$ cat src/rtl/uc_pkg.sv
// Shared definitions for the multicycle control unit: states, decode fields, select codes.
// Latency: none (types and constants only).
// Backpressure: not applicable.
package uc_pkg;

  // RESET_ST and BUSCA are pinned to 0 and 1; the rest follow in declaration order.
  typedef enum logic [3:0] {
    RESET_ST = 4'd0,
    BUSCA    = 4'd1,
    SOMA     = 4'd2,
    DECODE   = 4'd3,
    R        = 4'd4,
    ADDI     = 4'd5,
    WB_ALU   = 4'd6,
    LD_ADDR  = 4'd7,
    LD_WAIT  = 4'd8,
    LD_WB    = 4'd9,
    SD_ADDR  = 4'd10,
    SD_WAIT  = 4'd11,
    BRANCH   = 4'd12,
    LUI      = 4'd13,
    TRAP     = 4'd14
  } state_t;

  // opcode field, IR[6:0]
  localparam logic [6:0] OP_R      = 7'b0110011;
  localparam logic [6:0] OP_ADDI   = 7'b0010011;
  localparam logic [6:0] OP_LD     = 7'b0000011;
  localparam logic [6:0] OP_SD     = 7'b0100011;
  localparam logic [6:0] OP_BRANCH = 7'b1100011;
  localparam logic [6:0] OP_LUI    = 7'b0110111;

  // funct3 field, IR[14:12]
  localparam logic [2:0] F3_BEQ = 3'b000;
  localparam logic [2:0] F3_BNE = 3'b001;

  // funct7 field, IR[31:25]
  localparam logic [6:0] F7_ADD = 7'b0000000;
  localparam logic [6:0] F7_SUB = 7'b0100000;

  // ALU_SELECTOR codes
  localparam logic [2:0] ALU_PASS = 3'd0;
  localparam logic [2:0] ALU_ADD  = 3'd1;
  localparam logic [2:0] ALU_SUB  = 3'd2;
  localparam logic [2:0] ALU_CMP  = 3'd3;

  // ALU_SRCB codes
  localparam logic [1:0] SRCB_REG  = 2'd0;
  localparam logic [1:0] SRCB_FOUR = 2'd1;
  localparam logic [1:0] SRCB_IMM  = 2'd2;
  localparam logic [1:0] SRCB_BIMM = 2'd3;

  // PC_SRC codes
  localparam logic [1:0] PC_SEQ  = 2'd0;
  localparam logic [1:0] PC_BR   = 2'd1;
  localparam logic [1:0] PC_TRAP = 2'd2;

  // States whose length is stretched by the memory wait counter.
  function automatic logic is_wait_state(input state_t s);
    return (s == BUSCA) || (s == LD_WAIT) || (s == SD_WAIT);
  endfunction

endpackage

$ cat src/rtl/uc_mc_param_if.sv
// Bundle between the control unit and the datapath: IR/ZERO in, strobes/selects out.
// Latency: wires only.
// Backpressure: none; master = control unit, slave = datapath.
interface uc_mc_param_if #(
  parameter int STATE_W = 7
);
  logic [31:0]        IR31_0;
  logic               ZERO;
  logic               PC_WRITE;
  logic               IR_WRITE;
  logic               LOAD_A;
  logic               LOAD_B;
  logic               LOAD_ALUOUT;
  logic               LOAD_MDR;
  logic               WRITE_REG;
  logic               MEM_TO_REG;
  logic               DMEM_RW;
  logic               ALU_SRCA;
  logic               RESET_WIRE;
  logic               EXCEPTION;
  logic [1:0]         ALU_SRCB;
  logic [1:0]         PC_SRC;
  logic [2:0]         ALU_SELECTOR;
  logic [STATE_W-1:0] ESTADO_ATUAL;

  modport master (
    input  IR31_0, ZERO,
    output PC_WRITE, IR_WRITE, LOAD_A, LOAD_B, LOAD_ALUOUT, LOAD_MDR, WRITE_REG,
           MEM_TO_REG, DMEM_RW, ALU_SRCA, RESET_WIRE, EXCEPTION, ALU_SRCB, PC_SRC,
           ALU_SELECTOR, ESTADO_ATUAL
  );

  modport slave (
    output IR31_0, ZERO,
    input  PC_WRITE, IR_WRITE, LOAD_A, LOAD_B, LOAD_ALUOUT, LOAD_MDR, WRITE_REG,
           MEM_TO_REG, DMEM_RW, ALU_SRCA, RESET_WIRE, EXCEPTION, ALU_SRCB, PC_SRC,
           ALU_SELECTOR, ESTADO_ATUAL
  );
endinterface

$ cat src/rtl/uc_wait_cnt.sv
// 3-bit load/decrement wait counter; done is high while the count reads zero.
// Latency: load takes effect the cycle after load is asserted; done is combinational from the count.
// Backpressure: none. Ports: CLK, RESET (sync, high), load, load_val[2:0], done.
module uc_wait_cnt (
  input  logic       CLK,
  input  logic       RESET,
  input  logic       load,
  input  logic [2:0] load_val,
  output logic       done
);

  logic [2:0] cnt;

  always_ff @(posedge CLK) begin
    if (RESET) begin
      cnt <= 3'd0;
    end else if (load) begin
      cnt <= load_val;
    end else if (cnt != 3'd0) begin
      cnt <= cnt - 3'd1;
    end
  end

  assign done = (cnt == 3'd0);

endmodule

$ cat src/rtl/uc_mc_param.sv
// Multicycle RISC-V style control unit (fetch/decode/execute FSM) with parameterised memory waits.
// Latency: outputs are decoded combinationally from the current state (plus IR/ZERO).
// Backpressure: fixed MEM_WAIT extra cycles in fetch/load/store. Ports: CLK, RESET (sync, high),
//   bus (uc_mc_param_if.master). Build option: define UC_TRAP_EN to route illegal encodings to TRAP.
module uc_mc_param
  import uc_pkg::*;
#(
  parameter int MEM_WAIT = 0,
  parameter int STATE_W  = 7
) (
  input  logic          CLK,
  input  logic          RESET,
  uc_mc_param_if.master bus
);

`ifdef UC_TRAP_EN
  localparam state_t ILLEGAL_NEXT = TRAP;
`else
  // Illegal encodings are treated as a NOP: straight back to fetch.
  localparam state_t ILLEGAL_NEXT = BUSCA;
`endif

  state_t     state, next_state;
  logic       wait_load, wait_done;
  logic [6:0] opcode, funct7;
  logic [2:0] funct3;
  logic       unused_ir_bits;

  assign opcode         = bus.IR31_0[6:0];
  assign funct3         = bus.IR31_0[14:12];
  assign funct7         = bus.IR31_0[31:25];
  assign unused_ir_bits = ^{bus.IR31_0[24:15], bus.IR31_0[11:7]};

  // Reload only when a wait state is freshly entered, not while dwelling in it.
  assign wait_load = is_wait_state(next_state) && (next_state != state);

  uc_wait_cnt u_wait_cnt (
    .CLK      (CLK),
    .RESET    (RESET),
    .load     (wait_load),
    .load_val (3'(MEM_WAIT)),
    .done     (wait_done)
  );

  always_ff @(posedge CLK) begin
    if (RESET) state <= RESET_ST;
    else       state <= next_state;
  end

  assign bus.ESTADO_ATUAL = STATE_W'(state);

  always_comb begin
    next_state       = state;
    bus.PC_WRITE     = 1'b0;
    bus.IR_WRITE     = 1'b0;
    bus.LOAD_A       = 1'b0;
    bus.LOAD_B       = 1'b0;
    bus.LOAD_ALUOUT  = 1'b0;
    bus.LOAD_MDR     = 1'b0;
    bus.WRITE_REG    = 1'b0;
    bus.MEM_TO_REG   = 1'b0;
    bus.DMEM_RW      = 1'b0;
    bus.ALU_SRCA     = 1'b0;
    bus.RESET_WIRE   = 1'b0;
    bus.EXCEPTION    = 1'b0;
    bus.ALU_SRCB     = SRCB_REG;
    bus.PC_SRC       = PC_SEQ;
    bus.ALU_SELECTOR = ALU_PASS;

    case (state)
      RESET_ST: begin
        bus.RESET_WIRE = 1'b1;
        next_state     = BUSCA;
      end
      BUSCA: begin
        if (wait_done) begin
          bus.IR_WRITE = 1'b1;
          next_state   = SOMA;
        end
      end
      SOMA: begin
        bus.PC_WRITE     = 1'b1;
        bus.ALU_SRCB     = SRCB_FOUR;
        bus.ALU_SELECTOR = ALU_ADD;
        bus.PC_SRC       = PC_SEQ;
        next_state       = DECODE;
      end
      DECODE: begin
        // ALUOut captures PC+imm here so BRANCH can use it as the target.
        bus.LOAD_A       = 1'b1;
        bus.LOAD_B       = 1'b1;
        bus.LOAD_ALUOUT  = 1'b1;
        bus.ALU_SRCB     = SRCB_BIMM;
        bus.ALU_SELECTOR = ALU_ADD;
        case (opcode)
          OP_R:      next_state = R;
          OP_ADDI:   next_state = ADDI;
          OP_LD:     next_state = LD_ADDR;
          OP_SD:     next_state = SD_ADDR;
          OP_BRANCH: next_state = BRANCH;
          OP_LUI:    next_state = LUI;
          default:   next_state = ILLEGAL_NEXT;
        endcase
      end
      R: begin
        bus.ALU_SRCA    = 1'b1;
        bus.ALU_SRCB    = SRCB_REG;
        bus.LOAD_ALUOUT = 1'b1;
        if (funct7 == F7_ADD) begin
          bus.ALU_SELECTOR = ALU_ADD;
          next_state       = WB_ALU;
        end else if (funct7 == F7_SUB) begin
          bus.ALU_SELECTOR = ALU_SUB;
          next_state       = WB_ALU;
        end else begin
          next_state = ILLEGAL_NEXT;
        end
      end
      ADDI: begin
        bus.ALU_SRCA     = 1'b1;
        bus.ALU_SRCB     = SRCB_IMM;
        bus.ALU_SELECTOR = ALU_ADD;
        bus.LOAD_ALUOUT  = 1'b1;
        next_state       = WB_ALU;
      end
      LUI: begin
        bus.ALU_SRCB     = SRCB_IMM;
        bus.ALU_SELECTOR = ALU_PASS;
        bus.LOAD_ALUOUT  = 1'b1;
        next_state       = WB_ALU;
      end
      WB_ALU: begin
        bus.WRITE_REG  = 1'b1;
        bus.MEM_TO_REG = 1'b0;
        next_state     = BUSCA;
      end
      LD_ADDR, SD_ADDR: begin
        bus.ALU_SRCA     = 1'b1;
        bus.ALU_SRCB     = SRCB_IMM;
        bus.ALU_SELECTOR = ALU_ADD;
        bus.LOAD_ALUOUT  = 1'b1;
        next_state       = (state == LD_ADDR) ? LD_WAIT : SD_WAIT;
      end
      LD_WAIT: begin
        bus.DMEM_RW = 1'b0;
        if (wait_done) begin
          bus.LOAD_MDR = 1'b1;
          next_state   = LD_WB;
        end
      end
      LD_WB: begin
        bus.WRITE_REG  = 1'b1;
        bus.MEM_TO_REG = 1'b1;
        next_state     = BUSCA;
      end
      SD_WAIT: begin
        bus.DMEM_RW = 1'b1;
        if (wait_done) next_state = BUSCA;
      end
      BRANCH: begin
        bus.ALU_SRCA     = 1'b1;
        bus.ALU_SRCB     = SRCB_REG;
        bus.ALU_SELECTOR = ALU_SUB;
        next_state       = BUSCA;
        case (funct3)
          F3_BEQ: begin
            bus.PC_WRITE = bus.ZERO;
            bus.PC_SRC   = bus.ZERO ? PC_BR : PC_SEQ;
          end
          F3_BNE: begin
            bus.PC_WRITE = ~bus.ZERO;
            bus.PC_SRC   = bus.ZERO ? PC_SEQ : PC_BR;
          end
          default: next_state = ILLEGAL_NEXT;
        endcase
      end
`ifdef UC_TRAP_EN
      TRAP: begin
        bus.EXCEPTION = 1'b1;
        bus.PC_WRITE  = 1'b1;
        bus.PC_SRC    = PC_TRAP;
        next_state    = BUSCA;
      end
`endif
      default: next_state = RESET_ST;
    endcase
  end

endmodule

$ cat src/flat_wrapper.sv
// flat-port wrapper written by rule: the top's interface ports become plain ports
module uc_mc_param_flat import uc_pkg::*;
#(
  parameter int MEM_WAIT = 0,
  parameter int STATE_W  = 7
)
  (CLK, RESET, bus_IR31_0, bus_ZERO, bus_PC_WRITE, bus_IR_WRITE, bus_LOAD_A, bus_LOAD_B, bus_LOAD_ALUOUT, bus_LOAD_MDR, bus_WRITE_REG, bus_MEM_TO_REG, bus_DMEM_RW, bus_ALU_SRCA, bus_RESET_WIRE, bus_EXCEPTION, bus_ALU_SRCB, bus_PC_SRC, bus_ALU_SELECTOR, bus_ESTADO_ATUAL);
  uc_mc_param_if #(.STATE_W(STATE_W)) bus_i ();
  input  logic CLK;
  input  logic RESET;
  input wire logic [$bits(bus_i.IR31_0)-1:0] bus_IR31_0;
  input wire logic [$bits(bus_i.ZERO)-1:0] bus_ZERO;
  output wire logic [$bits(bus_i.PC_WRITE)-1:0] bus_PC_WRITE;
  output wire logic [$bits(bus_i.IR_WRITE)-1:0] bus_IR_WRITE;
  output wire logic [$bits(bus_i.LOAD_A)-1:0] bus_LOAD_A;
  output wire logic [$bits(bus_i.LOAD_B)-1:0] bus_LOAD_B;
  output wire logic [$bits(bus_i.LOAD_ALUOUT)-1:0] bus_LOAD_ALUOUT;
  output wire logic [$bits(bus_i.LOAD_MDR)-1:0] bus_LOAD_MDR;
  output wire logic [$bits(bus_i.WRITE_REG)-1:0] bus_WRITE_REG;
  output wire logic [$bits(bus_i.MEM_TO_REG)-1:0] bus_MEM_TO_REG;
  output wire logic [$bits(bus_i.DMEM_RW)-1:0] bus_DMEM_RW;
  output wire logic [$bits(bus_i.ALU_SRCA)-1:0] bus_ALU_SRCA;
  output wire logic [$bits(bus_i.RESET_WIRE)-1:0] bus_RESET_WIRE;
  output wire logic [$bits(bus_i.EXCEPTION)-1:0] bus_EXCEPTION;
  output wire logic [$bits(bus_i.ALU_SRCB)-1:0] bus_ALU_SRCB;
  output wire logic [$bits(bus_i.PC_SRC)-1:0] bus_PC_SRC;
  output wire logic [$bits(bus_i.ALU_SELECTOR)-1:0] bus_ALU_SELECTOR;
  output wire logic [$bits(bus_i.ESTADO_ATUAL)-1:0] bus_ESTADO_ATUAL;
  assign bus_i.IR31_0 = bus_IR31_0;
  assign bus_i.ZERO = bus_ZERO;
  assign bus_PC_WRITE = bus_i.PC_WRITE;
  assign bus_IR_WRITE = bus_i.IR_WRITE;
  assign bus_LOAD_A = bus_i.LOAD_A;
  assign bus_LOAD_B = bus_i.LOAD_B;
  assign bus_LOAD_ALUOUT = bus_i.LOAD_ALUOUT;
  assign bus_LOAD_MDR = bus_i.LOAD_MDR;
  assign bus_WRITE_REG = bus_i.WRITE_REG;
  assign bus_MEM_TO_REG = bus_i.MEM_TO_REG;
  assign bus_DMEM_RW = bus_i.DMEM_RW;
  assign bus_ALU_SRCA = bus_i.ALU_SRCA;
  assign bus_RESET_WIRE = bus_i.RESET_WIRE;
  assign bus_EXCEPTION = bus_i.EXCEPTION;
  assign bus_ALU_SRCB = bus_i.ALU_SRCB;
  assign bus_PC_SRC = bus_i.PC_SRC;
  assign bus_ALU_SELECTOR = bus_i.ALU_SELECTOR;
  assign bus_ESTADO_ATUAL = bus_i.ESTADO_ATUAL;
  uc_mc_param #(.MEM_WAIT(MEM_WAIT), .STATE_W(STATE_W)) u_core (.CLK(CLK), .RESET(RESET), .bus(bus_i));
endmodule
$ cat config.mk
export PLATFORM = sky130hd
export DESIGN_NAME = uc_mc_param_flat
export DESIGN_NICKNAME = d
export VERILOG_FILES = /design/src/rtl/uc_pkg.sv /design/src/rtl/uc_mc_param_if.sv /design/src/rtl/uc_wait_cnt.sv /design/src/rtl/uc_mc_param.sv /design/src/flat_wrapper.sv
export SDC_FILE = /design/constraint.sdc
export NUM_CORES = 1
export LEC_CHECK = 0
export ABC_CLOCK_PERIOD_IN_PS = 6500
export CAP_MARGIN = 20
export CORE_MARGIN = 1
export CORE_UTILIZATION = 39
export CTS_BUF_LIST = sky130_fd_sc_hd__clkbuf_8
export CTS_CLUSTER_SIZE = 8
export DETAILED_ROUTE_END_ITERATION = 7
export GPL_ROUTABILITY_DRIVEN = 0
export PLACE_DENSITY_LB_ADDON = 0.2
export SYNTH_ARGS = -nofsm -noshare
export SYNTH_HDL_FRONTEND = slang
export SYNTH_SLANG_ARGS = --single-unit
$ cat constraint.sdc
create_clock -name CLK -period 6.5 [get_ports CLK]
set_input_delay 1.625 -clock CLK [delete_from_list [all_inputs] [get_ports CLK]]
set_output_delay 1.625 -clock CLK [all_outputs]
set_load 0.05 [all_outputs]
==> reports/metrics.csv <==
stage,metric,value,unit
clocking,Root Driver,clkbuf_8,
floorplan,total core area,2190,um2
layout,Area Growth Syn to Fin,44.5,%
outcome,status,completed,
clocking,CTS sink cnt,7,
timing,final setup fails,0,
setup_path,R2R setup slack,4070,ps
timing,max-slew violations,0,
timing,RSZ-0062 raised after global routing,false,
setup_path,FF-to-FF End,u_core.u_wait_cnt.cnt[1],
floorplan,Rows,17,
synthesis,register area share after synthesis,0.156,
synthesis,Post-synth EDFFs,0,
synthesis,ys flop type,dfxtp_1,
layout,share of cells above drive strength 1,0.0645,
synthesis,Mean Syn Cell Area,7.41,um2
clocking,post-CTS setup buffer count,0,
worst_hold_path,worst hold path type,flip-flop to flip-flop,
detailed_routing,met3 wire length,109,um
detailed_routing,vias per cell,5.48,
synthesis,Post-Synthesis Cell Area,897,um2
setup_path,CP Data Required Time,4880,ps
floorplan,IO Count,61,
synthesis,biggest area consumer among synthesized cells,dfxtp_1,
synthesis,Yosys reg bits,7,
setup_path,r2r startpoint,u_core.state[1],
clocking,CTS tree,done,
place,Port Buf Inserts,39,
detailed_routing,DRC violations left,0,
timing,Setup TNS Final,0,ps
timing,Worst-Margin Slew,737,ps
synthesis,Mapped Cells,121,
timing,Slew headroom,0.508,
clocking,Clock transition at path regs,40,ps
detailed_routing,uppermost layer routed,met4,
clocking,clock latency on the worst-skew pair,230,ps
worst_hold_path,min-delay src,u_core.u_wait_cnt.cnt[1],
detailed_routing,Routed WL per cell,12.6,um
setup_path,CP startpoint kind,input port,
timing,Tcrit/Tclk final,0.883,
clocking,Clock Tree Buf Depth,2,
synthesis,Async SR Flop Fraction,0,
place,hpwl dp,1790,um
layout,"most common cell after layout, fill and taps aside",clkdlybuf4s50_1,
layout,Non-Filler Instances,183,
global_route,vias in the first global route,882,
setup_path,crit path cell chain,clkdlybuf4s50_1 -> nor4_1 -> nand2_1 -> o311ai_0 -> o21ai_0 -> o22ai_1 -> clkdlybuf4s50_1,
setup_path,crit end category,output port,
place,Placed Area,1250,um2
timing,final critical-path required period,5740,ps
timing,skew final,4.13,ps
detailed_routing,Metal-1 WL,1020,um
power_and_ir_drop,pwr dens,425,nW/um2
global_route,gr usage total,0.203,
setup_path,critical path's most frequent cell,clkdlybuf4s50_1,
timing,Peak Freq,174,MHz
setup_path,critical path class,input port to output port,
detailed_routing,DRT antenna net count,0,
timing,Final Hold Viols,0,
worst_hold_path,cell depth of the worst min-delay path,2,
clocking,CTS buffer count,3,
global_route,global-route wire length before repair,3930,um
layout,most frequent cells in the layout,"clkdlybuf4s50_1, nor2_1, o21ai_0",
setup_path,Worst path max stage delay,840,ps
layout,"Design Area, Final",1300,um2
setup_path,Max Fanout on Critical Path,3,
clocking,# H-tree levels,1,
floorplan,Die Y,50.0,um
place,Inst Count DP,179,
synthesis,count of cell types in the netlist,43,
clocking,post-CTS resize count,0,
power_and_ir_drop,worst vdd rail ir drop,239,uV
setup_path,Arrival @ worst endpoint,4110,ps
setup_path,slowest CP cell,clkdlybuf4s50_1,
floorplan,starting density of the core,0.409,
run,max-capacitance violation count,0,
detailed_routing,metal2 WL,1150,um
synthesis,"top cells by area, synth","dfxtp_1, buf_4, nor2_1, o21ai_0, nor2b_1",
global_route,largest net degree at the start of global routing,26,
layout,fin nets,193,
global_route,initial antenna violation count,0,
layout,# diodes,0,
synthesis,Synth warnings,0,
setup_path,worst reg2reg path depth,6,
detailed_routing,via count,1003,
floorplan,Die X-Extent,50.0,um
floorplan,Die Area,2500,um2
global_route,GRT overflow,0,
detailed_routing,drt first pass iters,4,
worst_hold_path,Worst Hold End,u_core.u_wait_cnt.cnt[1],
synthesis,top cell type's share of synthesized area,0.156,
clocking,hold buffer count at CTS,0,
detailed_routing,final wirelength,2300,um
detailed_routing,1st-iter DRT viols,31,
power_and_ir_drop,Pleak,0.464,nW
cell type report:
class | instances | area, um2
Fill cell | 198 | 895
Multi-Input combinational cell | 101 | 671
Timing Repair Buffer | 39 | 390
Inverter | 4 | 15.0
Tap cell | 28 | 35.0
Clock buffer | 3 | 41.3
Clock inverter | 1 | 3.75
Sequential cell | 7 | 140
through the flow:
stage / power, W / util / hold WS (ps) / setup slack, ps
after global routing: 0.000594 / 0.592 / 561 / 540
after CTS: 0.000553 / 0.592 / 539 / 765
after detailed placement: 0.000492 / 0.571 / 534 / 790
final: 0.000551 / 0.592 / 535 / 764
after global placement: 0.000484 / 0.571 / 508 / 732
after floorplan: 0.000389 / - / 491 / 1160
worst max-delay path by stage:
stage | from | endpoint | slack [ps] | cells past startpoint
final | bus_IR31_0[26] | bus_ALU_SELECTOR[0] | 760 | 7
after global routing | bus_IR31_0[26] | bus_ALU_SELECTOR[0] | 540 | 7
after CTS | bus_IR31_0[25] | bus_ALU_SELECTOR[0] | 770 | 7
after detailed placement | bus_IR31_0[25] | bus_ALU_SELECTOR[0] | 790 | 7
after global placement | bus_IR31_0[26] | bus_ALU_SELECTOR[0] | 730 | 7
after floorplan | bus_ZERO | bus_PC_WRITE | 1160 | 3
critical path, delay by kind of cell:
family,cells,cell delay [ps]
buffers and inverters,2,1240
AND/OR/NAND/NOR,2,590
AO/OA/AOI/OAI,3,650
routing by layer:
layer	global-route usage	vias up
met1	0.244	465
met5	0	-
met2	0.347	33
li1	-	503
met3	0.0463	2
met4	0.0762	0
sequential cells by signal, summed over array words and instances, names as in the netlist:
name	count
u_core.state	4
u_core.u_wait_cnt.cnt	3
kinds of logic after synthesis:
logic type / count (synthesis) / share of synthesized area
XOR/XNOR: 3 / 0.0293
AND/OR/NAND/NOR: 58 / 0.400
multiplexers: 1 / 0.0112
AO/OA/AOI/OAI: 31 / 0.254
adder cells (fa/ha/maj): 2 / 0.0279
buffers and inverters: 18 / 0.117
other: 1 / 0.00418
flip-flops: 7 / 0.156
where the power goes:
| part | total, W | internal, W | switching (W) |
|---|---|---|---|
| sequential | 0.0000892 | 0.0000569 | 0.0000323 |
| clock | 0.0000594 | 0.0000408 | 0.0000186 |
| combinational | 0.000403 | 0.000158 | 0.000245 |
| total | 0.000551 | 0.000255 | 0.000296 |
Yosys cell counts (all sizes together) (2+ instances only):
cell    number
nor2b        6
a21oi        6
nor4         6
ha           2
inv          4
clkbuf       3
and3         2
a31o         2
nor3b        2
nand3        2
nor3         5
o21ai        8
buf         11
xnor2        2
dfxtp        7
nand4b       3
nand2        6
o22ai        2
a31oi        5
nor2        13
nand2b       6
No activity file was read; power rests on OpenSTA's default activity.
